## src/rtl/mac_pkg.sv

```systemverilog
// Shared MAC datapath definitions: adder width and the word type used on adder operands/results.
package mac_pkg;

  localparam int unsigned ADD_W = 8;

  typedef logic [ADD_W-1:0] add_word_t;

endpackage

```

## src/rtl/full_adder.sv

```systemverilog
// 1-bit combinational full adder; one stage of the adder_8bit ripple chain.
module full_adder (
  input  logic a,
  input  logic b,
  input  logic ci,
  output logic s,
  output logic co
);

  logic p;

  assign p  = a ^ b;
  assign s  = p ^ ci;
  assign co = (a & b) | (ci & p);

endmodule

```

## src/rtl/adder_8bit.sv

```systemverilog
// 8-bit ripple-carry adder with combinational sum/carry/overflow and a registered copy for
// pipelined MAC use.
module adder_8bit
  import mac_pkg::*;
(
  input  logic      clk,
  input  logic      rst,
  input  add_word_t A,
  input  add_word_t B,
  input  logic      Cin,
  output add_word_t S,
  output logic      Cout,
  output logic      V,
  output add_word_t S_q,
  output logic      Cout_q,
  output logic      V_q
);

  logic [ADD_W:0] c;

  assign c[0] = Cin;

  for (genvar i = 0; i < ADD_W; i++) begin : g_stage
    full_adder u_fa (
      .a  (A[i]),
      .b  (B[i]),
      .ci (c[i]),
      .s  (S[i]),
      .co (c[i+1])
    );
  end

  assign Cout = c[ADD_W];
  // Signed overflow: carry into the sign bit differs from carry out of it.
  assign V    = c[ADD_W-1] ^ c[ADD_W];

  always_ff @(posedge clk or posedge rst) begin
    if (rst) begin
      S_q    <= '0;
      Cout_q <= 1'b0;
      V_q    <= 1'b0;
    end else begin
      S_q    <= S;
      Cout_q <= Cout;
      V_q    <= V;
    end
  end

endmodule

```

## config.mk

```make
export PLATFORM = sky130hd
export DESIGN_NAME = adder_8bit
export DESIGN_NICKNAME = d
export VERILOG_FILES = /design/src/rtl/mac_pkg.sv /design/src/rtl/full_adder.sv /design/src/rtl/adder_8bit.sv
export SDC_FILE = /design/constraint.sdc
export NUM_CORES = 1
export LEC_CHECK = 0
export CORE_MARGIN = 2
export CORE_UTILIZATION = 29
export DETAILED_ROUTE_END_ITERATION = 8
export PLACE_DENSITY = 0.77
export SETUP_SLACK_MARGIN = 0.02
export SYNTH_ARGS = -nofsm -noshare
export SYNTH_HDL_FRONTEND = slang
export SYNTH_HIERARCHICAL = 1
export SYNTH_SLANG_ARGS = --single-unit
```

## constraint.sdc

```tcl
create_clock -name clk -period 9 [get_ports clk]
set_input_delay 2.25 -clock clk [delete_from_list [all_inputs] [get_ports clk]]
set_output_delay 2.25 -clock clk [all_outputs]
set_load 0.03 [all_outputs]
```

======== Word-level counts from Yosys, hierarchy flattened ========
Cells that the tools add are included.
word-level totals
  bits in registers ....................... 10
operators by class
  bitwise gates (word level) .............. 41
operators by type and width
  operator       number
  $xor A1 B1 Y1  17
  $and A1 B1 Y1  16
  $or A1 B1 Y1   8

======== Logic depth before layout (Yosys ltp) ========
Gate-level depths: netlist of run 1.
  depth after elaboration ................. 18
  depth in mapped cells ................... 9
  depth with buffers taken out ............ 9

======== Cells and area by module ========
Netlist of run 1, hierarchy kept.
by module, submodules not included
  module      area an instance (µm²)  seq. area each (µm²)  instances  cells each
  adder_8bit  262.8                   250.2                 1          12
  full_adder  20.0                    0.0                   8          1

======== Worst setup path before layout of run 1 ========
No wires, ideal clock.
  path kind ............................... input-to-output
  from .................................... input port A[0]
  to ...................................... output port V
  data required time ...................... 6.750 ns
  arrival time ............................ 6.138 ns
  stages .................................. 9
  slack ................................... 0.612 ns
  path buffers ............................ 0
  path through ............................ fa_1 fa_1 fa_1 fa_1 fa_1 fa_1 fa_1 fa_1 xor2_1
on the way
  cells in the longest elaborated chain, start to end .. 18
  elaborated cells between the ends (all ways) .. 19
  classes of those cells .................. 19 x bitwise
ends and longest elaborated chain
  item               RTL line          source
  start, declared    adder_8bit.sv:8   input add_word_t A,
  $xor A1 B1 Y1      full_adder.sv:12  assign p = a ^ b;
  $and A1 B1 Y1      full_adder.sv:14  assign co = (a & b) | (ci & p);
  $or A1 B1 Y1 (*)   full_adder.sv:14
  $and A1 B1 Y1 (*)  full_adder.sv:14
  $or A1 B1 Y1 (*)   full_adder.sv:14
  via c[2]           adder_8bit.sv:19  logic [ADD_W:0] c;
  $and A1 B1 Y1 (*)  full_adder.sv:14
  $or A1 B1 Y1 (*)   full_adder.sv:14
  via c[3]           adder_8bit.sv:19
  (+2 left out)      --
  via c[4]           adder_8bit.sv:19
  (+2 left out)      --
  via c[5]           adder_8bit.sv:19
  (+2 left out)      --
  via c[6]           adder_8bit.sv:19
  $and A1 B1 Y1 (*)  full_adder.sv:14
  $or A1 B1 Y1 (*)   full_adder.sv:14
  via c[7]           adder_8bit.sv:19
  $and A1 B1 Y1 (*)  full_adder.sv:14
  $or A1 B1 Y1 (*)   full_adder.sv:14
  via Cout           adder_8bit.sv:12  output logic Cout,
  $xor A1 B1 Y1 (*)  adder_8bit.sv:35  assign V = c[ADD_W-1] ^ c[ADD_W];
  end, declared      adder_8bit.sv:13  output logic V,
The timed path passes the listed nets; every way through them passes the cells marked *.

======== Worst setup path in the final report of run 1 ========
  from .................................... input port A[0]
  to ...................................... output port Cout
on the way
  cells in the longest elaborated chain, start to end .. 17
  elaborated cells between the ends (all ways) .. 18
  classes of those cells .................. 18 x bitwise
ends and longest elaborated chain
  item               RTL line
  $xor A1 B1 Y1      full_adder.sv:12
  $and A1 B1 Y1      full_adder.sv:14
  $or A1 B1 Y1 (*)   full_adder.sv:14
  via c[1]           adder_8bit.sv:19
  $and A1 B1 Y1 (*)  full_adder.sv:14
  $or A1 B1 Y1 (*)   full_adder.sv:14
  via c[2]           adder_8bit.sv:19
  $and A1 B1 Y1 (*)  full_adder.sv:14
  (+1 left out)      --
  via c[3]           adder_8bit.sv:19
  (+2 left out)      --
  via c[4]           adder_8bit.sv:19
  (+2 left out)      --
  via c[5]           adder_8bit.sv:19
  $and A1 B1 Y1 (*)  full_adder.sv:14
  $or A1 B1 Y1 (*)   full_adder.sv:14
  via c[6]           adder_8bit.sv:19
  $and A1 B1 Y1 (*)  full_adder.sv:14
  $or A1 B1 Y1 (*)   full_adder.sv:14
  via c[7]           adder_8bit.sv:19
  $and A1 B1 Y1 (*)  full_adder.sv:14
  $or A1 B1 Y1 (*)   full_adder.sv:14
  end, declared      adder_8bit.sv:12
Marked as above.

==> results of run 1 <==
## sequential cells by signal, summed over array words and instances, names as in the netlist
| register | flops |
|---|---|
| V_q | 1 |
| S_q | 8 |
| Cout_q | 1 |
## routing by layer
metal	track usage [%]	routed length (um)
met1	15.2	329
met2	19.4	464
met3	6.90	158
met4	5.63	7
met5	0	0
## synthesized netlist by cell type
master / n
dfrtp_1: 10
fa_1: 8
inv_1: 1
xor2_1: 1
## kinds of logic after synthesis
logic type / share of synthesized area [%]
XOR/XNOR: 2.07
adder cells (fa/ha/maj): 37.9
buffers and inverters: 0.887
flip-flops: 59.2
## power breakdown
part | internal (mW) | switching, mW
clock network | 0.0153 | 0.0126
logic | 0.0386 | 0.0496
registers | 0.0531 | 0.00217
total | 0.107 | 0.0644
## worst min-delay path by stage
stage,from,end,slack [ns]
after floorplan,rst,Cout_q,2.09
after global placement,rst,S_q[0],2.55
after detailed placement,rst,S_q[3],2.56
after CTS,rst,S_q[2],2.29
after global routing,rst,S_q[2],2.32
final,rst,S_q[3],2.28
## metrics by stage
stage               area, um^2  hold slack [ns]  util (%)  worst slack, ns  total power [mW]
floorplan                  423             2.09         -            0.612             0.105
global placement           820             2.55      61.4           0.0405             0.145
detailed placement         820             2.56      61.4           0.0202             0.146
CTS                        841             2.29      63.0            0.171             0.175
global route               841             2.32      63.0           0.0923             0.182
finish                     841             2.28      63.0            0.203             0.171
## final cells by class
| cell class | count | area, um^2 |
|---|---|---|
| tap | 15 | 18.8 |
| inverter | 1 | 3.75 |
| clock buffer | 3 | 22.5 |
| timing repair buffer | 38 | 377 |
| multi-input combinational | 9 | 169 |
| sequential | 10 | 250 |
| fill | 111 | 493 |
==> impl_metrics.env, run 1 <==
export IMPL_outcome="finished, final reports clean"
export IMPL_start_util_pct=31.7
export IMPL_worst_pin_slew_ns=0.373
export IMPL_drt_wl_total_um=960
export IMPL_io_buffers=38
export IMPL_tns_ns=0
export IMPL_layout_common_cells="clkdlybuf4s50_1 (36), dfrtp_1 (10), fa_1 (8), clkbuf_4 (3)"
export IMPL_cp_endpoint="Cout"
export IMPL_num_antenna_cells=0
export IMPL_grt_pass1_vias=379
export IMPL_leakage_nw=0.349
export IMPL_powerDensity_nw_per_um2=204
export IMPL_clockRootBuffer="clkbuf_4"
export IMPL_max_stage_delay_ns=0.62
export IMPL_finalSetupViolCount=0
export IMPL_final_max_slew_viol_count=0
export IMPL_grt_antenna_before_repair=0
export IMPL_via_per_inst=4.39
export IMPL_ios=39
export IMPL_core_rowCount=13
export IMPL_min_period_ns=8.80
export IMPL_post_cts_buffers=0
export IMPL_cts_resized=1
export IMPL_hold_path_class="in2async"
export IMPL_cpMostUsedCell="fa_1"
export IMPL_yosys_top_cells_area="dfrtp_1 (59%), fa_1 (38%), xor2_1 (2.1%)"
export IMPL_end_kind="primary output"
export IMPL_cts_tree="built"
export IMPL_drive_above_1_share_pct=6.56
export IMPL_rsz0062_at_grt="no"
export IMPL_dr_pass1_iters=1
export IMPL_worstPathCellList="clkdlybuf4s50_1 > fa_1 > fa_1 > fa_1 > fa_1 > fa_1 > fa_1 > fa_1 > fa_1 > clkdlybuf4s50_1"
export IMPL_cp_num_cells=10
export IMPL_finalCritPeriodShare_pct=97.7
export IMPL_setup_worst_path_start="A[0]"
export IMPL_crit_buf_inv=2
export IMPL_drc=0
export IMPL_htree_levels=1
export IMPL_antenna_left=0
export IMPL_cts_buffers=3
export IMPL_relSlewSlack_pct=75.1
export IMPL_vias=334
export IMPL_maxCapViolations=0
export IMPL_cp_arrival_ns=6.55
export IMPL_syn_nets=47
export IMPL_worst_ep_required_time_ns=6.75
export IMPL_core_area_um2=1330
export IMPL_syn_inst=20
export IMPL_grt_usage_pct=12.9
export IMPL_clkTransAtPathRegs_ns=0.06
export IMPL_ys_seq_area_share_pct=59.2
export IMPL_hold_buffers=0
export IMPL_grt_start_max_net_pins=11
export IMPL_cpLargestDelayFamily="adder cells"
export IMPL_cts_buffer_depth=2
export IMPL_drt_first_iter_violations=0
export IMPL_hold_viol=0
export IMPL_max_freq_ghz=0.114
export IMPL_clock_sinks=10
export IMPL_syn_avg_cell_area_um2=21.1
export IMPL_ys_types=4
export IMPL_cp_start_kind="primary input"
export IMPL_synth_top_area_cell="dfrtp_1"
export IMPL_fp_dieH_um=42.2
export IMPL_final_common_cell="clkdlybuf4s50_1"
export IMPL_dieArea_um2=1780
export IMPL_path_class="in2out"
export IMPL_synth_area_um2=423
export IMPL_peakVddDrop_uv=142
export IMPL_grt_pass1_wl_um=1680
export IMPL_synth_seq_cells=10
export IMPL_critPathSlowestCell="clkdlybuf4s50_1"
export IMPL_area_delta_synth_final_pct=98.8
export IMPL_instances_no_fill=76
export IMPL_die_w_um=42.2
export IMPL_dp_cells=73
export IMPL_gr_total_overflow=0
export IMPL_synth_top_area_share_pct=59.2
export IMPL_wire_per_inst_um=12.6
export IMPL_gp_congestion=0.628
export IMPL_yosys_warnings=6
export IMPL_crit_path_max_fanout=3
export IMPL_final_nets=90
Power figures use the tool's default switching activity.
==> inputs of run 2 (changes only) <==
- SETUP_SLACK_MARGIN: 0.02 -> 0.1
- clock period: 9 -> 9.8 ns (I/O delays scaled with it)
==> run 2 against run 1 <==
Against the previous run: cell area grew 0.74%; die area is the same; sequential power shrank 8.5%; highest routed layer unchanged; worst hold slack gained 0.17 ns; global-route usage grew 0.63 points.
==> impl_metrics.env, run 2 (same netlist as run 1, synthesis figures left out) <==
export IMPL_outcome="finished, final reports clean"
export IMPL_reg_top3="S_q: 8 flops, Cout_q: 1 flops, V_q: 1 flops"
export IMPL_worstPathCellList="clkdlybuf4s50_1 > fa_1 > fa_1 > fa_1 > fa_1 > fa_1 > fa_1 > fa_1 > fa_1 > clkdlybuf4s50_1"
export IMPL_clock_sinks=10
export IMPL_vias=332
export IMPL_via_per_inst=4.37
export IMPL_stdcell_area_um2=847
export IMPL_path_class="in2out"
export IMPL_gr_total_overflow=0
export IMPL_hold_viol=0
export IMPL_drive_above_1_share_pct=4.92
export IMPL_hold_buffers=0
export IMPL_final_common_cell="clkdlybuf4s50_1"
export IMPL_layout_common_cells="clkdlybuf4s50_1 (37), dfrtp_1 (10), fa_1 (8), clkbuf_4 (3)"
export IMPL_drc=0
export IMPL_tns_ns=0
export IMPL_drt_first_iter_violations=2
export IMPL_cpLargestDelayFamily="adder cells"
export IMPL_crit_buf_inv=2
export IMPL_instances_no_fill=76
export IMPL_grt_usage_pct=13.5
export IMPL_grt_antenna_before_repair=0
export IMPL_postLayoutCoreUtil_pct=63.5
export IMPL_finalCritPeriodShare_pct=95.5
export IMPL_hold_path_class="in2async"
export IMPL_nFillCells=106
export IMPL_leakage_nw=0.356
export IMPL_ios=39
export IMPL_peakVddDrop_uv=126
export IMPL_worst_ep_required_time_ns=7.35
export IMPL_grt_pass1_vias=355
export IMPL_cpMostUsedCell="fa_1"
export IMPL_dp_cells=73
export IMPL_grt_start_max_net_pins=11
export IMPL_regMostFlops="S_q"
export IMPL_crit_path_max_fanout=2
export IMPL_worst_pin_slew_ns=0.350
export IMPL_dieArea_um2=1780
export IMPL_cts_resized=0
export IMPL_cts_buffer_depth=2
export IMPL_powerDensity_nw_per_um2=188
export IMPL_area_delta_synth_final_pct=100
export IMPL_rsz0062_at_grt="no"
export IMPL_start_util_pct=31.7
export IMPL_num_antenna_cells=0
export IMPL_finalSetupViolCount=0
export IMPL_grt_pass1_wl_um=1640
export IMPL_io_buffers=38
export IMPL_cp_start_kind="primary input"
export IMPL_htree_levels=1
export IMPL_placement_cell_area_um2=822
export IMPL_final_max_slew_viol_count=0
export IMPL_end_kind="primary output"
export IMPL_setup_worst_path_start="A[0]"
export IMPL_cp_arrival_ns=6.91
export IMPL_core_rowCount=13
export IMPL_core_area_um2=1330
export IMPL_die_w_um=42.2
export IMPL_dr_pass1_iters=2
export IMPL_cts_buffers=3
export IMPL_cts_tree="built"
export IMPL_fp_dieH_um=42.2
export IMPL_post_cts_buffers=0
export IMPL_wire_per_inst_um=12.7
export IMPL_gp_congestion=0.663
export IMPL_critPathSlowestCell="clkdlybuf4s50_1"
export IMPL_max_stage_delay_ns=0.68
export IMPL_max_freq_ghz=0.107
export IMPL_min_period_ns=9.36
export IMPL_antenna_left=0
export IMPL_final_nets=90
export IMPL_drt_wl_total_um=963
export IMPL_clkTransAtPathRegs_ns=0.06
export IMPL_largest_register_ffs=8
export IMPL_relSlewSlack_pct=76.7
export IMPL_clockRootBuffer="clkbuf_4"
export IMPL_maxCapViolations=0
[run 2: final cells by class]
class	count	area, um^2	share of cell area, %
repair buffers	38	383	45.2
flip-flops and latches	10	250	29.5
multi-input cells	9	169	19.9
clock buffers	3	22.5	2.66
well taps	15	18.8	2.22
inverters	1	3.75	0.443
[run 2: metal layers]
metal / GRT usage (%) / vias to the layer above / routed length (um)
met5: 0 / - / 0
met1: 12.6 / 152 / 308
met4: 5.63 / 0 / 15
met2: 21.5 / 36 / 464
li1: - / 142 / -
met3: 10.8 / 2 / 174
[run 2: stage by stage]
stage               power, mW  setup WS (ns)  hold slack [ns]
CTS                     0.163          0.234             2.45
detailed placement      0.135          0.246             2.74
finish                  0.159          0.442             2.45
global route            0.169          0.295             2.47
floorplan              0.0965           1.01             2.29
global placement        0.133          0.279             2.75
[run 2: power by group]
group | internal [mW] | switching [mW] | leakage (nW)
combinational | 0.0362 | 0.0453 | 0.226
sequential | 0.0487 | 0.00189 | 0.117
clock | 0.0141 | 0.0126 | 0.0138
total | 0.0991 | 0.0598 | 0.356
[run 2: path summary, 6_finish.rpt]
| check | endpoint | slack [ns] | cells past startpoint |
|---|---|---|---|
| min in group clk | S_q[4] | 2.89 | 2 |
| min | S_q[2] | 2.45 | 2 |
| max | S[7] | 0.44 | 10 |
| max in group asynchronous | V_q | 7.09 | 2 |
==> inputs of run 3 (changes only) <==
- CORE_UTILIZATION: 29 -> 32
- SYNTH_HIERARCHICAL: 1 -> not set
==> run 3 against run 2 <==
Against the previous run: worst hold slack worse by 0.00096 ns; via count up 6.6%; sequential power about the same; combinational power up 2%; area after synthesis up 23%; cell count up 16%; cell area up 5.9%; fmax up 1.0%.
==> impl_metrics.env, run 3 <==
export IMPL_cp_arrival_ns=6.81
export IMPL_largest_register_ffs=8
export IMPL_start_util_pct=34.2
export IMPL_area_delta_synth_final_pct=72.4
export IMPL_postLayoutCoreUtil_pct=58.9
export IMPL_tns_ns=0
export IMPL_dieArea_um2=1970
export IMPL_gr_total_overflow=0
export IMPL_gp_congestion=0.621
export IMPL_max_freq_ghz=0.108
export IMPL_ys_types=5
export IMPL_path_class="in2out"
export IMPL_dp_hpwl_um=940
export IMPL_hold_path_class="in2async"
export IMPL_final_max_slew_viol_count=0
export IMPL_drt_wl_total_um=1020
export IMPL_syn_inst=38
export IMPL_ys_seq_area_share_pct=48.1
export IMPL_die_w_um=44.3
export IMPL_ios=39
export IMPL_maxCapViolations=0
export IMPL_hold_buffers=0
export IMPL_outcome="finished, final reports clean"
export IMPL_layout_common_cells="clkdlybuf4s50_1 (38), inv_1 (11), dfrtp_1 (10), fa_1 (8), clkbuf_4 (3)"
export IMPL_drt_met1_wl_um=312
export IMPL_syn_nets=65
export IMPL_finalSetupViolCount=0
export IMPL_via_per_inst=4.02
export IMPL_grt_pass1_wl_um=1710
export IMPL_grt_pass1_vias=400
export IMPL_io_buffers=38
export IMPL_yosys_warnings=0
export IMPL_yosys_top_cells_area="dfrtp_1 (48%), fa_1 (31%), buf_4 (12%)"
export IMPL_antenna_left=0
export IMPL_powerDensity_nw_per_um2=191
export IMPL_regMostFlops="S_q"
export IMPL_cts_buffer_depth=2
export IMPL_htree_levels=1
export IMPL_dr_max_layer_used="met3"
export IMPL_synthMostInstantiatedCell="inv_1"
export IMPL_synth_edf_count=0
export IMPL_clkTransAtPathRegs_ns=0.07
export IMPL_leakage_nw=0.405
export IMPL_routed_wl_met2_um=647
export IMPL_grt_antenna_before_repair=0
export IMPL_drt_first_iter_violations=0
export IMPL_syn_avg_cell_area_um2=13.7
export IMPL_clock_sinks=10
export IMPL_final_nets=100
export IMPL_synth_flop_cell="dfrtp_1"
export IMPL_core_rowCount=14
export IMPL_synth_top_area_share_pct=48.1
export IMPL_min_period_ns=9.26
export IMPL_worst_ep_required_time_ns=7.35
export IMPL_end_kind="primary output"
export IMPL_final_common_cell="clkdlybuf4s50_1"
export IMPL_finalCritPeriodShare_pct=94.5
export IMPL_rsz0062_at_grt="no"
export IMPL_cts_buffers=3
export IMPL_wire_per_inst_um=11.5
export IMPL_crit_path_max_fanout=2
export IMPL_post_cts_buffers=0
export IMPL_cts_tree="built"
export IMPL_ys_async_sr_fraction_pct=100
export IMPL_setup_worst_path_start="A[0]"
export IMPL_synth_top_area_cell="dfrtp_1"
export IMPL_num_antenna_cells=0
export IMPL_hold_viol=0
export IMPL_drc=0
export IMPL_synth_seq_cells=10
export IMPL_relSlewSlack_pct=75.7
export IMPL_yosys_top_cells_count="inv_1 (11), dfrtp_1 (10), buf_4 (8), fa_1 (8), xnor2_1 (1)"
export IMPL_synth_area_um2=520
export IMPL_clockRootBuffer="clkbuf_4"
export IMPL_grt_start_max_net_pins=11
export IMPL_vias=354
export IMPL_drive_above_1_share_pct=5.56
export IMPL_core_area_um2=1520
export IMPL_nFillCells=125
export IMPL_grt_usage_pct=12.4
export IMPL_peakVddDrop_uv=68.0
export IMPL_dr_pass1_iters=1
export IMPL_cp_start_kind="primary input"
export IMPL_worst_pin_slew_ns=0.365
export IMPL_reg_top3="S_q: 8 flops, Cout_q: 1 flops, V_q: 1 flops"
export IMPL_cts_resized=0
export IMPL_route_met3_wl_um=55
export IMPL_fp_dieH_um=44.3
==> run 3: cell types whose count changed after synthesis, sizes merged <==
| cell | previous run | this run |
|---|---|---|
| xor2 | 1 | 0 |
| inv | 1 | 11 |
| buf | 0 | 8 |
| xnor2 | 0 | 1 |
==> run 3: worst max-delay path by stage <==
stage               slack [ns]  endpoint
finish                    0.54      S[7]
global route              0.38      S[7]
CTS                       0.49      S[7]
detailed placement        0.51      S[7]
global placement          0.60      S[7]
floorplan                 1.66      S[7]
==> run 3: final cells by class <==
type | count | area, um^2 | share of cell area [%]
Sequential cell | 10 | 250 | 27.9
Tap cell | 16 | 20.0 | 2.23
Inverter | 11 | 41.3 | 4.60
Clock buffer | 4 | 36.3 | 4.04
Timing Repair Buffer | 38 | 380 | 42.4
Multi-Input combinational cell | 9 | 169 | 18.8
==> run 3: kinds of logic (layout without fill, tap and decap cells) <==
| family | count (synthesis) | count (layout) | share of synthesized area, % |
|---|---|---|---|
| buffers and inverters | 19 | 53 | 19.5 |
| flip-flops | 10 | 10 | 48.1 |
| adder cells (fa/ha/maj) | 8 | 8 | 30.8 |
| XOR/XNOR | 1 | 1 | 1.68 |
==> run 3: power breakdown <==
part / switching (mW) / internal, mW / leakage (nW)
Clock: 0.0148 / 0.0226 / 0.0210
Sequential: 0.00195 / 0.0487 / 0.117
Combinational: 0.0465 / 0.0368 / 0.268
Total: 0.0633 / 0.108 / 0.405
==> run 3: stage by stage <==
stage	instance area, um^2	cells	total power, mW	hold slack, ns	setup slack (ns)
CTS	897	88	0.174	2.46	0.491
floorplan	520	38	0.103	2.29	1.66
finish	897	88	0.171	2.45	0.536
detailed placement	861	84	0.136	2.75	0.507
global placement	861	84	0.134	2.74	0.603
global route	897	88	0.179	2.49	0.380
==> run 3: per-layer routing <==
metal,GRT usage (%),vias up
met4,9.09,0
met3,0.408,0
met2,23.5,17
met5,0,-
met1,12.7,175
li1,-,162
==> run 3: critical path, cell delays in order <==
cell and delay [ns]:
clkdlybuf4s50_1 0.43, fa_1 0.44, fa_1 0.39, fa_1 0.38, fa_1 0.39, fa_1 0.38, inv_1 0.07, fa_1 0.16
inv_1 0.06, fa_1 0.40, inv_1 0.09, fa_1 0.41, inv_1 0.10, clkdlybuf4s50_1 0.67
